**config.mk**
```make
export PLATFORM = sky130hd
export DESIGN_NAME = core_packet_rx_fifo
export DESIGN_NICKNAME = d
export VERILOG_FILES = /design/src/rtl/core_packet_rx_fifo_pkg.sv /design/src/rtl/core_packet_rx_fifo_ram.sv /design/src/rtl/core_packet_rx_fifo.sv
export SDC_FILE = /design/constraint.sdc
export NUM_CORES = 1
export LEC_CHECK = 0
export ABC_AREA = 1
export BUFFER_PORTS_ARGS = -buffer_cell sky130_fd_sc_hd__buf_2
export CORE_MARGIN = 1.5
export CORE_UTILIZATION = 52
export CTS_CLUSTER_DIAMETER = 30
export DETAILED_ROUTE_END_ITERATION = 12
export HOLD_SLACK_MARGIN = 0.15
export PLACE_DENSITY = 0.8
export SYNTH_ARGS = -nofsm -noshare
export SYNTH_HDL_FRONTEND = slang
export SYNTH_SLANG_ARGS = --single-unit
```
**constraint.sdc**
```tcl
create_clock -name clk -period 3.3 [get_ports clk]
set_input_delay 0.165 -clock clk [delete_from_list [all_inputs] [get_ports clk]]
set_output_delay 0.165 -clock clk [all_outputs]
set_load 0.01 [all_outputs]
```
**src/rtl/core_packet_rx_fifo_pkg.sv**
```systemverilog
// Shared definitions for the core packet receive path: default packet width,
// packet field layout, and the per-cycle FIFO operation decode.
package core_packet_rx_fifo_pkg;

    localparam int PKT_W_DEFAULT = 32;

    // Field layout of one core output packet (MSB first).
    typedef struct packed {
        logic [3:0]  tick;
        logic [11:0] axon;
        logic [7:0]  dy;
        logic [7:0]  dx;
    } core_pkt_t;

    // What the FIFO does on the current edge.
    typedef struct packed {
        logic push;   // packet written into the RAM
        logic pop;    // entry read out to packet_in
        logic drop;   // packet discarded because the buffer is full
        logic under;  // read_req seen while empty
    } fifo_op_t;

endpackage

```
**src/rtl/core_packet_rx_fifo_ram.sv**
```systemverilog
// Simple dual-port RAM, DEPTH x W: synchronous write, registered read, no reset.
// A read and write to the same address on one edge returns the old contents.
module core_packet_rx_fifo_ram #(
    parameter int W     = 32,
    parameter int DEPTH = 16,
    parameter int AW    = $clog2(DEPTH)
) (
    input  logic          clk,
    input  logic          we,
    input  logic [AW-1:0] waddr,
    input  logic [W-1:0]  wdata,
    input  logic          re,
    input  logic [AW-1:0] raddr,
    output logic [W-1:0]  rdata
);

    logic [W-1:0] mem_q [DEPTH];
    logic [W-1:0] rdata_q;

    // Storage write and registered read port.
    always_ff @(posedge clk) begin
        if (we) mem_q[waddr] <= wdata;
        if (re) rdata_q <= mem_q[raddr];
    end

    assign rdata = rdata_q;

endmodule

```
**src/rtl/core_packet_rx_fifo.sv**
```systemverilog
// Receive buffer between the core output packet port and the SoC read side.
// Level register is the authoritative occupancy; flags are derived from it.
module core_packet_rx_fifo
    import core_packet_rx_fifo_pkg::*;
#(
    parameter int PACKET_WIDTH = PKT_W_DEFAULT,
    parameter int DEPTH        = 16,
    parameter int CNT_WIDTH    = 16,
    parameter bit DROP_ON_FULL = 1'b1
) (
    input  logic                     clk,
    input  logic                     rst,
    input  logic [PACKET_WIDTH-1:0]  packet_out,
    input  logic                     packet_out_valid,
    output logic                     packet_out_ready,
    input  logic                     read_req,
    output logic [PACKET_WIDTH-1:0]  packet_in,
    output logic                     packet_in_valid,
    output logic                     input_buffer_empty,
    output logic                     full,
    output logic [$clog2(DEPTH):0]   level,
    output logic [CNT_WIDTH-1:0]     drop_count,
    output logic                     overflow,
    output logic                     underflow,
    input  logic                     clear_status
);

    localparam int AW = $clog2(DEPTH);
    localparam int LW = AW + 1;

    logic [AW-1:0]           wr_ptr_q, wr_ptr_d, rd_ptr_q, rd_ptr_d;
    logic [LW-1:0]           level_q, level_d;
    logic [CNT_WIDTH-1:0]    drop_cnt_q, drop_cnt_d;
    logic                    overflow_q, overflow_d;
    logic                    underflow_q, underflow_d;
    logic                    pin_vld_q, pin_vld_d;
    logic [PACKET_WIDTH-1:0] pin_hold_q, pin_hold_d;
    logic [PACKET_WIDTH-1:0] ram_rdata;
    logic                    is_empty, is_full;
    fifo_op_t                op;

    assign is_empty = (level_q == '0);
    assign is_full  = (level_q == LW'(DEPTH));

    // Push/pop arbitration: a pop frees a slot for a same-cycle push even when
    // full; an empty FIFO never pops, so there is no fall-through.
    always_comb begin
        op       = '0;
        op.pop   = read_req & ~is_empty;
        op.push  = packet_out_valid & (~is_full | op.pop);
        op.drop  = DROP_ON_FULL & packet_out_valid & is_full & ~op.pop;
        op.under = read_req & is_empty;
    end

    assign packet_out_ready = DROP_ON_FULL ? 1'b1 : (~is_full | read_req);

    // Next pointers and occupancy.
    always_comb begin
        wr_ptr_d = wr_ptr_q;
        rd_ptr_d = rd_ptr_q;
        level_d  = level_q;
        if (op.push) wr_ptr_d = wr_ptr_q + AW'(1);
        if (op.pop)  rd_ptr_d = rd_ptr_q + AW'(1);
        case ({op.push, op.pop})
            2'b10:   level_d = level_q + LW'(1);
            2'b01:   level_d = level_q - LW'(1);
            default: level_d = level_q;
        endcase
    end

    // Pointer and level registers.
    always_ff @(posedge clk) begin
        if (rst) begin
            wr_ptr_q <= '0;
            rd_ptr_q <= '0;
            level_q  <= '0;
        end else begin
            wr_ptr_q <= wr_ptr_d;
            rd_ptr_q <= rd_ptr_d;
            level_q  <= level_d;
        end
    end

    // Read side: the RAM read register carries the fresh packet on the strobe
    // cycle; afterwards it is captured so packet_in holds even if the RAM
    // output register is later disturbed.
    always_comb begin
        pin_vld_d  = op.pop;
        pin_hold_d = pin_vld_q ? ram_rdata : pin_hold_q;
    end

    // Read strobe and held packet registers.
    always_ff @(posedge clk) begin
        if (rst) begin
            pin_vld_q  <= 1'b0;
            pin_hold_q <= '0;
        end else begin
            pin_vld_q  <= pin_vld_d;
            pin_hold_q <= pin_hold_d;
        end
    end

    assign packet_in       = pin_vld_q ? ram_rdata : pin_hold_q;
    assign packet_in_valid = pin_vld_q;

    // Sticky status; clear wins over a same-cycle increment or set.
    always_comb begin
        drop_cnt_d  = drop_cnt_q;
        overflow_d  = overflow_q;
        underflow_d = underflow_q;
        if (clear_status) begin
            drop_cnt_d  = '0;
            overflow_d  = 1'b0;
            underflow_d = 1'b0;
        end else begin
            if (op.drop) begin
                overflow_d = 1'b1;
                if (drop_cnt_q != '1) drop_cnt_d = drop_cnt_q + CNT_WIDTH'(1);
            end
            if (op.under) underflow_d = 1'b1;
        end
    end

    // Status registers.
    always_ff @(posedge clk) begin
        if (rst) begin
            drop_cnt_q  <= '0;
            overflow_q  <= 1'b0;
            underflow_q <= 1'b0;
        end else begin
            drop_cnt_q  <= drop_cnt_d;
            overflow_q  <= overflow_d;
            underflow_q <= underflow_d;
        end
    end

    assign input_buffer_empty = is_empty;
    assign full               = is_full;
    assign level              = level_q;
    assign drop_count         = drop_cnt_q;
    assign overflow           = overflow_q;
    assign underflow          = underflow_q;

    core_packet_rx_fifo_ram #(
        .W     (PACKET_WIDTH),
        .DEPTH (DEPTH),
        .AW    (AW)
    ) u_ram (
        .clk   (clk),
        .we    (op.push),
        .waddr (wr_ptr_q),
        .wdata (packet_out),
        .re    (op.pop),
        .raddr (rd_ptr_q),
        .rdata (ram_rdata)
    );

endmodule
```
* Word-level counts from Yosys, hierarchy flattened
Memory sizes are Yosys's and may differ from the RTL's. A register that Yosys moved wholly into a read port is not among the register bits.
Index checks and enable logic that the tools add are counted.
** Storage, ports and cells
- Logic and storage cells :: 35
- Input bits :: 37
- Output and inout bits :: 59
- Memories kept :: 1
- Bits in writable memories :: 512
- Flip-flop bits (word level) :: 64
** Memories
- u_ram.mem_q :: words 16, bits a word 32, read ports 1, clocked after memory_dff 1, wr ports 1, RTL line core_packet_rx_fifo_ram.sv:17 : logic [W-1:0] mem_q [DEPTH];
** Cells by class
- Eq/ne operators :: 4
- Add/sub/neg operators :: 5
- Muxes and demuxes :: 4
- Reductions and logical operators :: 4
- Bitwise gates (word level) :: 9
** Operator list (number)
- $mux 32 :: 1
- $add 16x1->16 const B :: 1
- $ne 16x16->1 const B :: 1
- $pmux 5 s2 :: 1
- $add 4x1->4 const B :: 2
- $add 5x1->5 const B :: 1
- $and 1x1->1 :: 5
- $eq 5x5->1 const B :: 1
- $logic_not 5->1 :: 1
- $sub 5x1->5 const B :: 1
- $not 1->1 :: 3
- $eq 2x1->1 const B :: 1
- $eq 2x2->1 const B :: 1
- $mux 1 :: 2
- $reduce_and 2->1 :: 1
- $reduce_bool 2->1 :: 1
- $reduce_or 2->1 :: 1
- $or 1x1->1 :: 1

* Depth between registers and ports, before layout
- Word-level depth :: 7
- Mapped depth :: 15

* Hierarchy
A second synthesis with hierarchy kept.
** Unflattened totals
- Cell total of the unflattened synthesis :: 2531
- Area, all modules :: 25941.1 sq um
** By module, submodules not included
- core_packet_rx_fifo_ram :: area each 23050.9 sq um, instances 1, cells an instance 2120, sequential area each 16335.7 sq um
- core_packet_rx_fifo :: area each 2890.3 sq um, instances 1, cells an instance 411, sequential area each 1281.2 sq um

* Worst setup path before layout
No wires, ideal clock.
- Path kind :: flip-flop to flip-flop
- Start point :: register level_q[0] (netlist: level[0])
- End point :: memory u_ram.mem_q[11][0] (enable)
- Period minus slack after synthesis :: 2841 ps
- Stages on the path, launching flop included :: 9
- Setup slack :: 459 ps
- Library setup time :: 421 ps
- Arrival time :: 2420 ps
- Cells stage by stage :: dfxtp_1 -> nor2_2 -> nand2_1 -> nor2_2 -> nand2_2 -> nand2_1 -> inv_1 -> nand2_1 -> nor2_1
** On the way
- Elaborated cells between the ends (all ways) :: 9
- Classes of those cells :: 1 x eq/ne; 2 x mux; 5 x bitwise; 1 x reduce/logical
** RTL lines
- start, declared :: RTL line core_packet_rx_fifo.sv:32 : logic [LW-1:0] level_q, level_d;
- start signal, assigned :: RTL line core_packet_rx_fifo.sv:80 : level_q <= level_d;
- $eq 5x5->1 :: RTL line core_packet_rx_fifo.sv:43 : assign is_full = (level_q == LW'(DEPTH));
- named net full :: RTL line core_packet_rx_fifo.sv:20 : output logic full,
- $not 1->1 :: RTL line core_packet_rx_fifo.sv:50 : op.push = packet_out_valid & (~is_full | op.pop);
- $or 1x1->1 :: RTL line core_packet_rx_fifo.sv:50
- $and 1x1->1 :: RTL line core_packet_rx_fifo.sv:50
- $mux 1 :: RTL line core_packet_rx_fifo_ram.sv:22 : if (we) mem_q[waddr] <= wdata;
- $mux 1 (implied by the code) :: RTL line core_packet_rx_fifo_ram.sv:22
- end, declared :: RTL line core_packet_rx_fifo_ram.sv:17
The timed path passes the listed nets, and every way through them passes these cells.

* Final worst setup path
- Start point :: register pin_vld_q (netlist: packet_in_valid)
- End point :: output port packet_in[28]
** On the way
- Cells in the longest elaborated chain, start to end :: 1
** RTL lines
- start, declared :: RTL line core_packet_rx_fifo.sv:36 : logic pin_vld_q, pin_vld_d;
- start signal, assigned :: RTL line core_packet_rx_fifo.sv:98 : pin_vld_q <= pin_vld_d;
- $mux 32 :: RTL line core_packet_rx_fifo.sv:103 : assign packet_in = pin_vld_q ? ram_rdata : pin_hold_q;
- end, declared :: RTL line core_packet_rx_fifo.sv:17 : output logic [PACKET_WIDTH-1:0] packet_in,
No other way between the ends.

==> results.toml <==
[synth]
synth_edf_count = 544
syn-cell-area_um2 = 23600
yosysTopAreaCell = "edfxtp_1"
async_flop_share_pct = 0
yosysSeqAreaShare_pct = 74.7
synth-seq-cells = 608
syn_inst = 1829
syn_area_per_cell_um2 = 12.9
synth_top_area_share_pct = 69.2
yosysWarnings = 0
syn-num-nets = 1874
synthFlopType = "edfxtp_1"
synth_cell_types = 35
synth_area_leaders = "edfxtp_1 69%, o21ai_0 5.8%, dfxtp_1 5.4%, nor2_1 4.6%, o221ai_1 3.3%"

[route]
vias = 16847
via_per_inst = 6.30
remaining_drc_errors = 0
wl_um = 63700
drt_iter0_drc = 2531
drtAntennaViolNets = 0
wl_per_cell_um = 23.8
dr.pass1.iters = 8

[worst_hold_path]
hold_class = "input pin to register"

[global_route]
grt_usage_pct = 27.3
grt_pass1_wl_um = 97100
antenna_found_initial = 1
grt_pass1_vias = 16844
overflow = 0
grt_max_degree = 259

[finish]
layout.nets = 2037
final_area_um2 = 28900
fillers = 2905
syn_to_final_growth_pct = 22.3
final_cell_mix = "544 x edfxtp_1, 275 x o21ai_0, 274 x nor2_1"
mostFrequentLayoutCell = "edfxtp_1"
layout-drive-gt1-share_pct = 16.8

[cts]
cts_buffer_depth = 3
cts-buffers-inserted = 103
clk_pin_slew_ns = 0.04
clock-sinks = 608
root_buffer = "clkbuf_16"
postCtsResizedCells = 0
worstSkewPairLatency_ns = 0.63
postCtsHoldBufs = 36
cts_tree = "yes"
htree_levels = 3
postCtsSetupRepairBufs = 0

[floorplan]
dieArea_um2 = 46700
die_w_um = 216
die_h_um = 216
initial_utilization_pct = 53.0
core_um2 = 44500
ios = 96
row_count = 77

[job]
cap_violations = 0

[power_and_ir_drop]
power.density_nw_per_um2 = 780
leakagePower_nw = 10.0
ir_drop_uv = 488

[timing]
totalNegativeSetupSlack_ns = 0
layout_setup_ws_ns = 0.686
rsz0062_at_grt = "false"
finalSetupViolCount = 0
fmax_mhz = 383
worstMarginPinSlew_ns = 1.13
final-max-slew-violation-count = 0
post-route-period-util_pct = 79.2
finalHoldViolCount = 0
finalClockSkew_ns = 0.0298
maxSlewHeadroom_pct = 24.4
min_period_ns = 2.61

[place]
gp_congestion = 0.855
post-dp-hpwl_um = 33300
io_buffers = 94
place_ws_ns = 0.854
dpl_cell_area_um2 = 24900

[setup_path]
worst-path-max-fanout = 34
end_kind = "primary output"
cp_data_arrival_time_ns = 2.45
critPathKind = "register to primary output"
critical_path.startpoint_type = "register"
cp.required_ns = 3.13

[run_status]
status = "finished clean"
-- cells in the mapped netlist, drive strengths merged, types with 2 or more instances --
cell	number
edfxtp	544
nor2	297
o21ai	275
nand2	174
clkbuf	93
o221ai	89
dfxtp	64
a21oi	53
inv	50
nand3	46
o211ai	41
o22ai	39
buf	27
nor3	11
ha	8
nand4	6
clkinv	2
xor2	2
-- through the flow --
step                power (W)  utilization [%]  cells  hold WS (ns)
finish                 0.0225             64.9   2674         0.445
global route           0.0232             64.9   2674         0.475
CTS                    0.0225             64.8   2673         0.420
detailed placement     0.0117             56.0   2443         0.461
global placement       0.0116             56.0   2443         0.446
floorplan              0.0107                -   1829         0.264
-- sequential cells by signal (all words and copies together), names as in the netlist --
signal and flops:
pin_hold_q 32, u_ram.rdata 32, packet_in_valid 1, overflow 1, rd_ptr_q 4, u_ram.mem_q 512, wr_ptr_q 4, underflow 1
level 5, drop_count 16
-- power breakdown --
| group | total [W] | leakage, nW | switching, W | internal [W] |
|---|---|---|---|---|
| clock network | 0.0108 | 1.70 | 0.00381 | 0.00699 |
| registers | 0.00897 | 5.45 | 0.000218 | 0.00876 |
| logic | 0.00273 | 2.85 | 0.00195 | 0.000779 |
-- cell families (layout without fill, tap and decap cells) --
group	Yosys count	after routing	share of synthesized area, %
DFF	608	608	74.7
xor gates and xnor gates	3	3	0.111
buffers and inverters	172	424	2.89
other	1	2	0.0159
adders and majority gates	8	8	0.424
and+or+nand+nor	537	537	9.20
AOI/OAI and AO/OA	500	500	12.7
-- path summary, 6_finish.rpt --
check / from / endpoint / slack (ns) / depth (start not counted)
worst max register to register: level[2] / u_ram.mem_q[11][13] / 0.70 / 9
worst min-delay path: read_req / underflow / 0.44 / 4
worst max-delay path: packet_in_valid / packet_in[28] / 0.69 / 5
worst min register to register: pin_hold_q[19] / pin_hold_q[19] / 0.47 / 2
-- area by class of cell --
type / count / area [µm²] / area share (%)
multi-input combinational: 1049 / 5420 / 18.8
timing repair buffer: 178 / 1320 / 4.56
tap: 592 / 741 / 2.57
clock inverter: 76 / 831 / 2.88
antenna: 1 / 2.50 / 0.00867
clock buffer: 118 / 2730 / 9.45
sequential: 608 / 17600 / 61.1
inverter: 52 / 200 / 0.694
-- layer usage --
metal  wire length [µm]  vias up  GRT usage, %
met4               2250        0          12.2
met1              23800     8129          36.3
met2              29800     1349          42.6
met3               7810      201          6.85
li1                   -     7168             -
met5                  0        -             0
-- critical path: stages, from the launching register on --
cell and delay [ns]:
dfxtp_1 0.29, buf_4 0.25, inv_1 0.79, nand2_1 0.20
nand2_1 0.17, buf_2 0.14
Note: power is estimated with default switching activity, not from simulation.
